===== config.mk =====
export PLATFORM = sky130hd
export DESIGN_NAME = out_mem_streamer
export DESIGN_NICKNAME = d
export VERILOG_FILES = /design/src/rtl/out_mem_streamer.sv
export SDC_FILE = /design/constraint.sdc
export NUM_CORES = 1
export LEC_CHECK = 0
export BUFFER_PORTS_ARGS = -buffer_cell sky130_fd_sc_hd__buf_2
export CORE_MARGIN = 2
export CORE_UTILIZATION = 61
export DETAILED_ROUTE_END_ITERATION = 7
export PLACE_DENSITY = 0.84
export SETUP_SLACK_MARGIN = 0.15
export SYNTH_ARGS = -nofsm -noshare
export SYNTH_HDL_FRONTEND = slang
export SYNTH_SLANG_ARGS = --single-unit

===== constraint.sdc =====
create_clock -name clk_50 -period 5.4 [get_ports clk_50]
set_input_delay 1.08 -clock clk_50 [delete_from_list [all_inputs] [get_ports clk_50]]
set_output_delay 1.08 -clock clk_50 [all_outputs]
set_load 0.1 [all_outputs]

===== src/rtl/out_mem_streamer.sv =====
// Streams the output pixel RAM as a valid/ready beat stream through a 2-entry skid buffer.
// Optional feature macro: OUT_STREAM_CSUM_EN appends an XOR checksum beat after the last pixel.
module out_mem_streamer #(
    parameter int IMG_W  = 64,
    parameter int IMG_H  = 64,
    parameter int ADDR_W = 12,
    parameter int DATA_W = 8
) (
    input  logic              clk_50,
    input  logic              rst,
    input  logic              start,
    output logic [ADDR_W-1:0] mem_addr,
    input  logic [DATA_W-1:0] mem_rd_data,
    output logic [DATA_W-1:0] m_data,
    output logic              m_valid,
    input  logic              m_ready,
    output logic              m_last,
    output logic              busy,
    output logic              done
);
    localparam int NPIX = IMG_W * IMG_H;
    localparam logic [ADDR_W-1:0] LAST_ADDR = ADDR_W'(NPIX - 1);

    typedef enum logic [1:0] {IDLE, STREAM, TAIL, FIN} state_t;
    state_t state, state_nxt;

    logic [ADDR_W-1:0] cnt, addr_q, rd_addr;
    logic              issue, rd_vld, inflight, room, push, pop, push_last;
    logic [DATA_W-1:0] push_data;
    logic [DATA_W-1:0] buf_data [2];
    logic              buf_last [2];
    logic              rd_ptr, wr_ptr;
    logic [1:0]        occ;

    assign m_valid = (occ != 2'd0);
    assign m_data  = buf_data[rd_ptr];
    assign m_last  = buf_last[rd_ptr];
    assign pop     = m_valid && m_ready;
    assign push    = inflight;
    assign busy    = (state == STREAM) || (state == TAIL);
    assign done    = (state == FIN);

    // A read may issue only if its data is guaranteed a slot even if the sink stalls next cycle.
    assign room    = ({1'b0, occ} + {2'b00, inflight} - {2'b00, pop}) <= 3'd1;
    assign rd_addr = (state == IDLE) ? '0 : cnt;
    assign issue   = ((state == IDLE) && start) || ((state == STREAM) && room);
    assign mem_addr = issue ? rd_addr : addr_q;

`ifdef OUT_STREAM_CSUM_EN
    logic              csum_issue, csum_vld, csum_sent;
    logic [DATA_W-1:0] csum;

    assign csum_issue = (state == TAIL) && !csum_sent && room;
    assign inflight   = rd_vld || csum_vld;
    assign push_data  = csum_vld ? csum : mem_rd_data;
    assign push_last  = csum_vld;

    always_ff @(posedge clk_50) begin
        if (rst) begin
            csum      <= '0;
            csum_vld  <= 1'b0;
            csum_sent <= 1'b0;
        end else begin
            csum_vld <= csum_issue;
            if ((state == IDLE) && start) begin
                csum      <= '0;
                csum_sent <= 1'b0;
            end else begin
                if (rd_vld)     csum      <= csum ^ mem_rd_data;
                if (csum_issue) csum_sent <= 1'b1;
            end
        end
    end
`else
    logic rd_last;

    assign inflight  = rd_vld;
    assign push_data = mem_rd_data;
    assign push_last = rd_last;

    always_ff @(posedge clk_50) begin
        if (rst) rd_last <= 1'b0;
        else     rd_last <= issue && (rd_addr == LAST_ADDR);
    end
`endif

    always_comb begin
        state_nxt = state;
        case (state)
            IDLE:    if (start) state_nxt = (NPIX == 1) ? TAIL : STREAM;
            STREAM:  if (issue && (cnt == LAST_ADDR)) state_nxt = TAIL;
            TAIL:    if (pop && m_last) state_nxt = FIN;
            FIN:     state_nxt = IDLE;
            default: state_nxt = IDLE;
        endcase
    end

    always_ff @(posedge clk_50) begin
        if (rst) begin
            state  <= IDLE;
            cnt    <= '0;
            addr_q <= '0;
            rd_vld <= 1'b0;
            occ    <= 2'd0;
            rd_ptr <= 1'b0;
            wr_ptr <= 1'b0;
            for (int unsigned i = 0; i < 2; i++) begin
                buf_data[i] <= '0;
                buf_last[i] <= 1'b0;
            end
        end else begin
            state  <= state_nxt;
            rd_vld <= issue;
            if (issue) begin
                addr_q <= rd_addr;
                cnt    <= rd_addr + 1'b1;
            end
            if (push) begin
                buf_data[wr_ptr] <= push_data;
                buf_last[wr_ptr] <= push_last;
                wr_ptr           <= ~wr_ptr;
            end
            if (pop) rd_ptr <= ~rd_ptr;
            occ <= occ + {1'b0, push} - {1'b0, pop};
        end
    end
endmodule


==> flow_summary.toml <==
[critical_path]
crit_type = "primary input to output pin"
crit_arrival_ns = 3.84
cp_cell_sequence = "buf_2 > nand2_1 > inv_1 > ha_1 > inv_1 > ha_1 > fa_1 > nand2b_1 > nor3_1 > a22o_1 > buf_2"
timing.critical_path.to = "mem_addr[0]"
crit_fanout = 14
r2r_slack_ns = 1.64
cp-start-kind = "primary input"
crit_required_ns = 4.32
worst_r2r_endpoint = "cnt[9]"
crit_slowest_cell = "fa_1"
worst_r2r_path_depth = 11
startpoint = "m_ready"
critical_path.max_stage_delay_ns = 0.48
critPathCaptureType = "output pin"
timing.rr.start = "occ[1]"

[floorplanning]
fp.dieArea_um2 = 4830
start_util = 0.644
core.rowCount = 23
ios = 36
die_x_um = 69.5
core_um2 = 4060
die_h_um = 69.5

[final_layout]
nets = 330
drive_gt1_frac = 0.228
final_core_util = 0.758
fin_area_um2 = 3070
final_cell_count_no_fill = 361
fillers = 287
diodes = 0
synthToLayoutAreaGrowth_pct = 17.6

[global_route]
grt_pass1_vias = 2225
grt_max_degree = 40
antenna_found_initial = 0
overflow = 0
grt_pass1_wl_um = 9880
grt_util_all_layers = 0.250

[place]
globalplace.congestion = 0.836
place_inst = 353
dpl_cell_area_um2 = 2980
dp_hpwl_um = 3850
numPortBuffers = 35

[synth]
synth.distinct_cells = 42
synth_ff_type = "dfxtp_1"
postSynthAreaPerCell_um2 = 9.31
synth_warnings = 0
synth_edf_count = 18
syn_area_um2 = 2620
ys_ff_latch = 51
yosysSeqAreaShare = 0.459
syn-num-nets = 301
async_flop_share = 0
netlist_instances = 281

[power]
leakagePower_nw = 1.20
finalPower_mw = 1.50
ir_worst_vdd_uv = 300
pwr_density_cell_nw_per_um2 = 488

[timing]
tns_ns = 0
fin_skew_ns = 0.00230
rsz0062_at_grt = "false"
finalCritPeriodShare = 0.911
fmax_ghz = 0.203
setup_viol_count_final = 0
drv_slew = 0
period_minus_slack_ns = 4.92
hold_viol = 0
tightest_slew_ns = 0.877
slew_headroom = 0.414

[detailed_routing]
drt_wl_total_um = 5630
drt-pass1-iter-count = 4
drt-initial-drc-count = 213
avgViaCountPerCell = 6.01
wl_per_cell_um = 15.6
ant_nets = 0
route.detailed.drc = 0
num_vias = 2168

[hold_path]
min_path_type = "flop to flop"
holdPathStages = 2

[run_status]
status = "complete, no violations"

[clocking]
clk_pin_slew_ns = 0.09
cts_tree = "yes"
cts_made_buffers = 5
post-cts-setup-buffers = 0
cts_buffer_depth = 2
cts_root_buf = "clkbuf_8"
cts-hold-fix-buffers = 0
h-tree-depth = 2
cts_sinks = 51
clock_latency_ns = 0.30

[run]
cap_viol_max_count = 0
## synthesized netlist by cell type, types with 3 or more instances
| cell type | count | area, µm² |
|---|---|---|
| a211oi_1 | 3 | 22.5 |
| a21o_1 | 12 | 90.1 |
| a21oi_1 | 19 | 95.1 |
| a31oi_1 | 7 | 43.8 |
| and2_1 | 19 | 119 |
| clkbuf_1 | 15 | 56.3 |
| dfxtp_1 | 33 | 661 |
| edfxtp_1 | 18 | 541 |
| ha_1 | 7 | 87.6 |
| inv_1 | 12 | 45.0 |
| mux2_2 | 9 | 101 |
| nand2_1 | 24 | 90.1 |
| nand2b_1 | 5 | 31.3 |
| nand3_1 | 16 | 80.1 |
| nor2_1 | 7 | 26.3 |
| nor2b_1 | 8 | 50.1 |
| o211ai_1 | 3 | 22.5 |
| o21ai_0 | 16 | 80.1 |
| or2_2 | 13 | 81.3 |
| or3_1 | 4 | 25.0 |
| or4_1 | 3 | 22.5 |
## worst min-delay path by stage
stage | startpoint | endpoint | slack (ns)
4_1_cts | cnt[1] | cnt[1] | 0.51
3_3_place_gp | cnt[1] | cnt[1] | 0.49
5_1_grt | cnt[10] | cnt[10] | 0.56
6_report | cnt[1] | cnt[1] | 0.52
3_5_place_dp | cnt[1] | cnt[1] | 0.50
2_1_floorplan | cnt[1] | cnt[1] | 0.47
## flip-flops by register name, summed over array words and instances (netlist names), named ones only
name / count
push_last: 1
buf_data: 16
wr_ptr: 1
addr_q: 12
inflight: 1
rd_ptr: 1
state: 2
occ: 2
cnt: 12
buf_last: 2
## repair_timing
item                                   CTS  global route
setup endpoints to repair                0             7
resized for setup                        0             1
endpoints found under the hold margin    0             0
## where the power goes
| part | leakage (nW) | internal, mW | switching, mW | total (mW) |
|---|---|---|---|---|
| registers | 0.456 | 0.450 | 0.0426 | 0.493 |
| clock network | 0.0374 | 0.0903 | 0.120 | 0.211 |
| logic | 0.705 | 0.192 | 0.604 | 0.795 |
## per-stage QoR
stage / hold slack (ns) / setup slack, ns
after CTS: 0.511 / 0.296
after global placement: 0.487 / 0.429
after global routing: 0.564 / 0.373
after floorplan: 0.467 / 0.680
after detailed placement: 0.499 / 0.324
final: 0.517 / 0.479
## cells in the final DEF (no fill, tap or decap), types with 2 or more instances in the layout
cell type   n
a211oi_1    3
a21o_1     12
a21oi_1    19
a31oi_1     7
and2_1     19
and3_1      2
buf_12     11
buf_2      24
buf_4       4
clkbuf_8    5
dfxtp_1    33
edfxtp_1   18
ha_1        7
inv_1      12
mux2_2      9
mux2i_1     2
nand2_1    24
nand2b_1    5
nand3_1    16
nand4_1     2
nor2_1      7
nor2b_1     8
nor3b_1     2
o211ai_1    3
o21ai_0    16
or2_2      13
or3_1       4
or4_1       3
xor2_1      2
## cell families after synthesis
group           Yosys count  share of synthesized area
mux                      11                     0.0464
buf+inv                  29                     0.0426
simple gates            109                      0.227
compound gates           69                      0.170
xor+xnor                  4                     0.0134
fa+ha+maj                 8                     0.0411
flops                    51                      0.459
## final cells by class
cell class / instances / area [µm²] / share of cell area
multi-input combinational: 201 / 1310 / 0.426
timing repair buffer: 39 / 370 / 0.120
inverter: 12 / 45.0 / 0.0147
sequential: 51 / 1200 / 0.391
clock buffer: 6 / 72.6 / 0.0236
tap: 50 / 62.6 / 0.0204
clock inverter: 2 / 12.5 / 0.00407
## routing by layer
metal,routed length [µm],global-route usage,part of all wire,up-vias
li1,-,-,-,1049
met1,2250,0.300,0.40,1017
met2,2890,0.442,0.51,93
met3,433,0.0581,0.077,9
met4,61,0.0763,0.011,0
met5,0,0,0,-
## worst max-delay path, delay by kind of cell
family / cells / cell delay, ns
simple gates: 3 / 0.97
buf+inv: 4 / 0.63
compound gates: 1 / 0.21
fa+ha+maj: 3 / 0.93
No activity file was read; power rests on OpenSTA's default activity.
